## config.mk

```make
export PLATFORM = sky130hd
export DESIGN_NAME = csr_file
export DESIGN_NICKNAME = d
export VERILOG_FILES = /design/src/rtl/csr_file.sv
export SDC_FILE = /design/constraint.sdc
export NUM_CORES = 1
export LEC_CHECK = 0
export CORE_MARGIN = 2
export CORE_UTILIZATION = 30
export CTS_CLUSTER_DIAMETER = 30
export DETAILED_ROUTE_END_ITERATION = 8
export PLACE_DENSITY = 0.46
export SKIP_LAST_GASP = 1
export SYNTH_ARGS = -nofsm -noshare
export SYNTH_HDL_FRONTEND = slang
export SYNTH_SLANG_ARGS = --single-unit
```

## constraint.sdc

```tcl
create_clock -name clk -period 23.2 [get_ports clk]
set_input_delay 4.64 -clock clk [delete_from_list [all_inputs] [get_ports clk]]
set_output_delay 4.64 -clock clk [all_outputs]
set_load 0.1 [all_outputs]
```

## src/rtl/csr_file.sv

```systemverilog
// Machine-mode CSR file for the RV32 core: architectural trap state, 64-bit
// cycle/instret counters, combinational read port with illegal-access detection.
module csr_file #(
  parameter int unsigned     XLEN        = 32,
  parameter logic [XLEN-1:0] MTVEC_RESET = 32'h0000_0000,
  parameter logic [XLEN-1:0] MISA_VAL    = 32'h4000_0100
) (
  input  logic            clk,
  input  logic            reset,
  input  logic            csr_wbk_v_i,
  input  logic [11:0]     csr_adr_i,
  input  logic [XLEN-1:0] csr_data_i,
  input  logic            exception_i,
  input  logic [XLEN-1:0] mcause_i,
  input  logic [XLEN-1:0] mtval_i,
  input  logic [XLEN-1:0] mepc_i,
  input  logic [1:0]      core_mode_i,
  input  logic            mret_i,
  input  logic            retire_i,
  input  logic [11:0]     csr_rd_adr_i,
  input  logic            csr_wr_intent_i,
  output logic [XLEN-1:0] csr_rd_data_o,
  output logic            csr_illegal_o,
  output logic [XLEN-1:0] mepc_q_o,
  output logic [XLEN-1:0] mtvec_q_o,
  output logic            mie_bit_q_o
);

  logic            st_mie;
  logic            st_mpie;
  logic [1:0]      st_mpp;
  logic [XLEN-1:0] mie_q;
  logic [XLEN-1:0] mtvec_q;
  logic [XLEN-1:0] mscratch_q;
  logic [XLEN-1:0] mepc_q;
  logic [XLEN-1:0] mcause_q;
  logic [XLEN-1:0] mtval_q;
  logic [63:0]     mcycle_q;
  logic [63:0]     minstret_q;

  logic wr_en;
  logic rd_hit;

  // A trapping instruction is being flushed, so its CSR write never lands.
  assign wr_en = csr_wbk_v_i && !exception_i;

  always_ff @(posedge clk or posedge reset) begin
    if (reset) begin
      st_mie     <= 1'b0;
      st_mpie    <= 1'b0;
      st_mpp     <= 2'b11;
      mie_q      <= '0;
      mtvec_q    <= MTVEC_RESET;
      mscratch_q <= '0;
      mepc_q     <= '0;
      mcause_q   <= '0;
      mtval_q    <= '0;
      mcycle_q   <= '0;
      minstret_q <= '0;
    end else begin
      if (exception_i) begin
        mepc_q   <= {mepc_i[XLEN-1:2], 2'b00};
        mcause_q <= mcause_i;
        mtval_q  <= mtval_i;
        st_mpie  <= st_mie;
        st_mie   <= 1'b0;
        st_mpp   <= core_mode_i;
      end else if (mret_i) begin
        st_mie  <= st_mpie;
        st_mpie <= 1'b1;
        st_mpp  <= 2'b00;
      end else if (wr_en && csr_adr_i == 12'h300) begin
        st_mie  <= csr_data_i[3];
        st_mpie <= csr_data_i[7];
        if (csr_data_i[12:11] == 2'b00 || csr_data_i[12:11] == 2'b11)
          st_mpp <= csr_data_i[12:11];
      end

      if (wr_en) begin
        unique case (csr_adr_i)
          12'h304: mie_q      <= csr_data_i & 32'h0000_0888;
          12'h305: mtvec_q    <= {csr_data_i[XLEN-1:2], 2'b00};
          12'h340: mscratch_q <= csr_data_i;
          12'h341: mepc_q     <= {csr_data_i[XLEN-1:2], 2'b00};
          12'h342: mcause_q   <= csr_data_i;
          12'h343: mtval_q    <= csr_data_i;
          default: ;
        endcase
      end

      if (wr_en && csr_adr_i == 12'hB00)      mcycle_q[31:0]  <= csr_data_i;
      else if (wr_en && csr_adr_i == 12'hB80) mcycle_q[63:32] <= csr_data_i;
      else                                    mcycle_q        <= mcycle_q + 64'd1;

      if (wr_en && csr_adr_i == 12'hB02)      minstret_q[31:0]  <= csr_data_i;
      else if (wr_en && csr_adr_i == 12'hB82) minstret_q[63:32] <= csr_data_i;
      else if (retire_i && !exception_i)      minstret_q        <= minstret_q + 64'd1;
    end
  end

  always_comb begin
    csr_rd_data_o = '0;
    rd_hit        = 1'b1;
    unique case (csr_rd_adr_i)
      12'h300: csr_rd_data_o = {19'b0, st_mpp, 3'b0, st_mpie, 3'b0, st_mie, 3'b0};
      12'h301: csr_rd_data_o = MISA_VAL;
      12'h304: csr_rd_data_o = mie_q;
      12'h305: csr_rd_data_o = mtvec_q;
      12'h340: csr_rd_data_o = mscratch_q;
      12'h341: csr_rd_data_o = mepc_q;
      12'h342: csr_rd_data_o = mcause_q;
      12'h343: csr_rd_data_o = mtval_q;
      12'h344: csr_rd_data_o = '0;
      12'hB00, 12'hC00: csr_rd_data_o = mcycle_q[31:0];
      12'hB80, 12'hC80: csr_rd_data_o = mcycle_q[63:32];
      12'hB02, 12'hC02: csr_rd_data_o = minstret_q[31:0];
      12'hB82, 12'hC82: csr_rd_data_o = minstret_q[63:32];
      12'hF14: csr_rd_data_o = '0;
      default: rd_hit = 1'b0;
    endcase
  end

  assign csr_illegal_o = !rd_hit || (csr_wr_intent_i && csr_rd_adr_i[11:10] == 2'b11);

  assign mepc_q_o    = mepc_q;
  assign mtvec_q_o   = mtvec_q;
  assign mie_bit_q_o = st_mie;

endmodule
```

Yosys cells after proc, flatten, opt, wreduce, memory -nomap -nowiden:

Cells that the tools add are included.
W data, S select, Z words.

* add/subtract/negate cells: 2
* equality and inequality tests: 33
* muxes and demuxes: 28
* bitwise gates (word level): 1
* reductions and logical operators: 28

Operators with widths (number)
* $mux W32: 15
* $pmux W32 S12: 1
* $eq A12 B10 Y1 const B: 16
* $eq A12 B12 Y1 const B: 13
* $add A64 B1 Y64 const B: 2
* $mux W64: 1
* $reduce_or A18 Y1: 1
* $reduce_and A2 Y1: 6
* $logic_and A1 B1 Y1: 8
* $mux W2: 4
* $reduce_or A2 Y1: 4
* $mux W1: 7
* $reduce_bool A3 Y1: 2
* $eq A2 B2 Y1 const B: 2
* $ne A2 B2 Y1 const B: 2
* $reduce_bool A2 Y1: 2
* $logic_not A1 Y1: 2
* $logic_not A2 Y1: 1
* $logic_or A1 B1 Y1: 2
* $not A1 Y1: 1

* flip-flop bits (word level): 293
* bits of input ports: 161
* logic and storage cells: 105

Longest topological paths before layout:

Gate-level depths: netlist of run 1.

* depth after elaboration: 6
* mapped depth: 10
* gate-level depth less buffers: 7

Worst setup path before layout of run 1:

Ideal clock, no wire load.

* kind: input port to output port
* start point: input csr_rd_adr_i[2]
* end point: output csr_illegal_o
* arrival time: 8.076 ns
* data required time: 18.560 ns
* path slack: 10.484 ns
* stages: 8
* buffers on the path: 2
* cells stage by stage: buf_2 nor3_1 and2_1 buf_2 nand2b_1 nor2_1 or4_1 o21ai_0

* cells in the longest elaborated chain, start to end: 5

Ends and longest elaborated chain
* start: declaration: line 20 `input logic [11:0] csr_rd_adr_i,`
* $eq A12 B12 Y1 or $eq A12 B10 Y1 (tied branches): line 104 `unique case (csr_rd_adr_i)`
* $reduce_or A18 Y1 (no source line) *
* $mux W1 *: line 104
* $logic_not A1 Y1 *: line 123 `assign csr_illegal_o = !rd_hit || (csr_wr_intent_i && csr_rd_adr_i[11:10] == 2'b11);`
* $logic_or A1 B1 Y1 *: line 123
* end: declaration: line 23 `output logic csr_illegal_o,`

Mark *: on every way between the ends. The rest lies on a longest branch, timed or not.

Worst setup path in the final report of run 1:

* start point: input csr_rd_adr_i[5]
* end point: output csr_rd_data_o[26]

* cells in the longest elaborated chain, start to end: 3

Ends and longest elaborated chain
* $eq A12 B12 Y1: line 104
* $reduce_or A2 Y1: line 104
* $pmux W32 S12 *: line 104
* end: declaration: line 22 `output logic [XLEN-1:0] csr_rd_data_o,`

Marked as above.

==> results of run 1 <==
## cells in the final DEF, fill, tap and decap left out, drive strengths merged, types with 57 or more instances in the layout
master,synthesis,routed
dfrtp,291,291
nand3,81,81
nor2,113,113
clkdlybuf4s50,0,253
clkbuf,117,145
a21oi,79,79
mux2i,119,119
mux2,69,69
nand4,57,57
o21ai,146,146
a22oi,89,89
nand2,238,238
## registers in the layout (all words and copies together) (netlist names)
name	flops
mcycle_q	64
minstret_q	64
mcause_q	32
mepc_q_o	32
mscratch_q	32
mtval_q	32
mtvec_q_o	30
mie_q	3
st_mpp	2
mie_bit_q_o	1
st_mpie	1
## cell families after synthesis
family	synth area share
buffers and inverters	0.0438
other	0.000217
flip-flops	0.424
AO/OA/AOI/OAI	0.183
XOR/XNOR	0.0269
AND/OR/NAND/NOR	0.207
multiplexers	0.114
adder cells (fa/ha/maj)	0.00145
## through the flow
stage	utilization	setup WS [ps]	hold slack, ps
final	0.417	9090	503
after global routing	0.417	9010	511
after CTS	0.417	9140	503
after detailed placement	0.359	9140	494
after global placement	0.359	9160	487
after floorplan	-	10470	478
## worst max-delay path by stage
| stage | end | slack (ps) |
|---|---|---|
| final | csr_rd_data_o[26] | 9090 |
| after global routing | csr_rd_data_o[26] | 9010 |
| after CTS | csr_rd_data_o[26] | 9140 |
| after detailed placement | csr_rd_data_o[26] | 9140 |
| after global placement | csr_rd_data_o[26] | 9160 |
| after floorplan | mcause_q[0] | 10470 |
## report_power, final
group          total [W]  internal (W)  switching [W]
combinational   0.000180     0.0000637       0.000117
sequential      0.000578      0.000544      0.0000341
clock            0.00129      0.000922       0.000371
## worst max-delay path, stage by stage
cell	delay, ps
clkdlybuf4s50_1	480
or4_1	600
nor4_2	720
and4_1	810
buf_4	420
a2bb2oi_1	240
o221ai_1	130
a221o_1	220
clkdlybuf4s50_1	1170
## final cells by class
type                    instances  area [um2]  share of cell area
multi-input cells            1410        9260               0.392
inverters                      17        71.3             0.00302
repair buffers                282        2750               0.117
well taps                     756         946              0.0400
diodes                          1        2.50            0.000106
clock buffers                 145        2860               0.121
flip-flops and latches        293        7330               0.310
clock inverters                27         402              0.0170
## layer usage
| layer | part of all wire | up-vias | global-route usage |
|---|---|---|---|
| li1 | - | 7502 | - |
| met2 | 0.46 | 742 | 0.428 |
| met5 | 0.00028 | - | 0 |
| met4 | 0.029 | 4 | 0.0825 |
| met1 | 0.44 | 8597 | 0.369 |
| met3 | 0.067 | 159 | 0.0552 |
==> impl_metrics.tcl, run 1 <==
set metrics [dict create \
    r2r.worst_path.cells 6 \
    drcViolationCount 0 \
    htreeDepth 3 \
    path_class "primary input to output pin" \
    finalWirelength_um 82000 \
    drtAntennaViolNets 0 \
    postLayoutCellArea_um2 23600 \
    grt_usage 0.270 \
    finalCritPeriodShare 0.608 \
    yosysSeqAreaShare 0.424 \
    clock-sinks 293 \
    hp-class "flop to flop" \
    r2r-end "mcycle_q[61]" \
    holdPathEnd "mscratch_q[13]" \
    ioPinCount 259 \
    synth_top_flop_cell "dfrtp_1" \
    synth_area_leader_cell "dfrtp_1" \
    vias 17000 \
    period_minus_slack_ps 14110 \
    yosysWarnings 0 \
    synth_most_common_cell "dfrtp_1" \
    synth_edf_count 0 \
    cp.required_ps 18560 \
    yosysTopAreaCellShare 0.421 \
    dieWidth_um 244 \
    place.gp.congestion 0.897 \
    fillers 5535 \
    post-cts-setup-buffer-count 0 \
    cts_hold_buf 0 \
    synth_seq_cells 293 \
    clockBufferDepth 3 \
    num-nets-final 2261 \
    drtIter0Drc 1735 \
    dieArea_um2 59500 \
    wl_per_cell_um 28.0 \
    arrival_ps 9470 \
    outcome "completed" \
    max_freq_ghz 0.0709 \
    vdd_ir_drop_max_mv 0.0499 \
    grt_max_degree 119 \
    cts.clk_slew.worst_paths_ps 40 \
    syn2layout_area_growth_pct 36.7 \
    hpwl_um 57700 \
    yosys-top-cells-area "dfrtp_1, mux2i_1, nand2_1" \
    dpl-instance-area_um2 20400 \
    drive_above_1_share 0.139 \
    cts_resized 0 \
    leakagePower_nw 9.64 \
    crit_fanout 18 \
    insertion_delay_ps 630 \
    worstHoldStart "mscratch_q[13]" \
    avgSynthCellArea_um2 9.18 \
    worstReg2RegStart "mcycle_q[31]" \
    dr.pass1.iters 8 \
    grt_overflow 0 \
    grt_pass1_vias 16800 \
    cts-root-buf "clkbuf_16" \
    hold_viol_final 0 \
    row_count 87 \
    dieHeight_um 244 \
    worst_pin_slew_ps 1370 \
    netlist_instances 1883 \
    hold_depth 1 \
    critPathLaunch "csr_rd_adr_i[5]" \
    synth_area_um2 17300 \
    power_density_nw_per_um2 86.8 \
    finalClockSkew_ps 25.2 \
    setup_viol 0 \
    worst_setup_path_start_kind "primary input" \
    antenna_found_initial 4 \
    tns_ps 0 \
    power_w 0.00205 \
    slew_headroom 0.0855 \
    port_buffers 254 \
    yosysUniqueCellTypes 84 \
    placed_cells 2758 \
    routed_via_density 5.80 \
    rsz0062_at_grt "false" \
    initial_core_util 0.305 \
    async_flop_share 1.00 \
    core_um2 56700 \
    final_cell_count_no_fill 2931 \
    drv_cap 0 \
    rrSetupSlack_ps 20120 \
    worst_setup_path_end_kind "output pin" \
    grt_pass1_wl_um 118000 \
    yosys-top-cells-count "dfrtp_1, nand2_1, o21ai_0, mux2i_1" \
    final_max_slew_viol_count 0 \
    cts_buffers 94 \
    cts_tree "yes" \
]
Power figures use the tool's default switching activity.
==> run 2, diff against run 1 <==
--- a/config.mk
+++ b/config.mk
@@ -9,7 +9,7 @@
 export CORE_UTILIZATION = 30
 export CTS_CLUSTER_DIAMETER = 30
 export DETAILED_ROUTE_END_ITERATION = 8
-export PLACE_DENSITY = 0.46
+export PLACE_DENSITY = 0.48
 export SKIP_LAST_GASP = 1
 export SYNTH_ARGS = -nofsm -noshare
 export SYNTH_HDL_FRONTEND = slang
==> constraint.sdc (replaced) <==
create_clock -name clk -period 11.47 [get_ports clk]
set_input_delay 2.294 -clock clk [delete_from_list [all_inputs] [get_ports clk]]
set_output_delay 2.294 -clock clk [all_outputs]
set_load 0.1 [all_outputs]
==> impl_metrics.tcl, run 2 (same netlist as run 1, synthesis figures left out) <==
set metrics [dict create \
    port_buffers 254 \
    leakagePower_nw 9.55 \
    dpl-instance-area_um2 20400 \
    power_w 0.00402 \
    drive_above_1_share 0.137 \
    pwr-share-comb 0.091 \
    p_switching_w 0.00104 \
    num-nets-final 2260 \
    antenna_found_initial 2 \
    core_um2 56700 \
    crit_chain "clkdlybuf4s50_1 > or4_1 > nor4_2 > and4_1 > a2bb2oi_1 > o221ai_1 > a221o_1 > clkdlybuf4s50_1" \
    cts-root-buf "clkbuf_16" \
    grt_usage 0.266 \
    ioPinCount 259 \
    cp_slowest_cell "clkdlybuf4s50_1" \
    worst_setup_path_start_kind "primary input" \
    fin_ws_ps 2180 \
    cts_hold_buf 0 \
    finalWirelength_um 80000 \
    cts_resized 0 \
    grt_pass1_wl_um 117000 \
    tns_ps 0 \
    top_layer_used "met4" \
    sw_frac_of_total 0.260 \
    cts_buffers 91 \
    finalCritPeriodShare 0.810 \
    reg_top3 "mcycle_q x64, minstret_q x64" \
    grt_overflow 0 \
    hpwl_um 56500 \
    dr.pass1.iters 6 \
    hp-class "flop to flop" \
    final_max_slew_viol_count 0 \
    cts.clk_slew.worst_paths_ps 40 \
    path_buf_inv 2 \
    dieHeight_um 244 \
    vias 17000 \
    worstReg2RegStart "mcycle_q[0]" \
    post-cts-setup-buffer-count 0 \
    clockBufferDepth 3 \
    postLayoutCellArea_um2 23500 \
    row_count 87 \
    syn2layout_area_growth_pct 35.7 \
    internal-power_w 0.00298 \
    drtAntennaViolNets 0 \
    dieArea_um2 59500 \
    path_class "primary input to output pin" \
    layout_commonest_cell "dfrtp_1" \
    clock-sinks 293 \
    setup_viol 0 \
    crit_family "simple AND/OR/NAND/NOR gates" \
    final_util 0.414 \
    insertion_delay_ps 620 \
    mostFrequentLayoutCells "dfrtp_1, clkdlybuf4s50_1, nand2_1" \
    multi_input_area_um2 9260 \
    period_minus_slack_ps 9290 \
    antenna_cells 0 \
    cp.required_ps 9180 \
    power_density_nw_per_um2 171 \
    place.gp.congestion 0.923 \
    max_freq_ghz 0.108 \
    drtIter0Drc 1922 \
    drv_cap 0 \
    worst_pin_slew_ps 1180 \
    finalClockSkew_ps 20.5 \
    drcViolationCount 0 \
    critPathMaxStageDelay_ps 1180 \
    worst_setup_path_end_kind "output pin" \
    wl_per_cell_um 27.4 \
    met2_wirelength_um 36600 \
    initial_core_util 0.305 \
    route.met3.wl_um 5620 \
    vdd_ir_drop_max_mv 0.107 \
    dp_slack_ps 2240 \
    routed_via_density 5.80 \
    cts_tree "yes" \
    grt_pass1_vias 16700 \
    p_clk_frac 0.618 \
    dieWidth_um 244 \
    wl_met1_um 35200 \
    slew_headroom 0.211 \
    grt_max_degree 94 \
    hold_viol_final 0 \
    rsz0062_at_grt "false" \
    critPathLaunch "csr_rd_adr_i[5]" \
    htreeDepth 3 \
    pwr-share-seq 0.291 \
    crit_fanout 15 \
    fillers 5549 \
    seq_area_um2 7330 \
    cp_common_cell "clkdlybuf4s50_1" \
    outcome "completed" \
    worstHoldStart "mscratch_q[5]" \
    arrival_ps 7000 \
]
[run 2: metrics by stage]
stage / hold slack [ps] / std cells
6_report: 503 / 2924
2_1_floorplan: 478 / 1884
3_5_place_dp: 494 / 2760
5_1_grt: 511 / 2924
4_1_cts: 505 / 2924
3_3_place_gp: 487 / 2760
[run 2: area by class of cell]
class / instances / share of cell area
Inverter: 17 / 0.00304
Clock buffer: 131 / 0.113
Multi-Input combinational cell: 1410 / 0.395
Tap cell: 756 / 0.0403
Sequential cell: 293 / 0.313
Clock inverter: 33 / 0.0176
Timing Repair Buffer: 284 / 0.118
[run 2: metal layers]
layer | track usage | vias up
met4 | 0.0942 | 0
met5 | 0 | -
met1 | 0.370 | 8550
met2 | 0.413 | 771
met3 | 0.0486 | 157
li1 | - | 7475
[run 2: worst reg2reg max path, delay by kind of cell (launching register included)]
family | cells | cell delay, ps
AOI/OAI and AO/OA | 2 | 560
adders and majority gates | 1 | 220
DFF | 1 | 470
and+or+nand+nor | 4 | 1650
[run 2: power by group through the flow]
stage               clock network [W]  logic [W]  registers [W]
floorplan                           0   0.000141        0.00124
global placement                    0   0.000361        0.00118
detailed placement                  0   0.000365        0.00118
CTS                           0.00251   0.000367        0.00117
global route                  0.00258   0.000390        0.00118
finish                        0.00248   0.000367        0.00117
[run 2: worst paths after layout]
kind,endpoint,slack (ps),cells past startpoint
max,csr_rd_data_o[26],2180,8
min,mscratch_q[5],500,1
max reg2reg,mcycle_q[58],8480,7
min reg2reg,mscratch_q[5],500,1
max in group asynchronous,mscratch_q[9],7740,3
min in group asynchronous,mcycle_q[7],2220,2
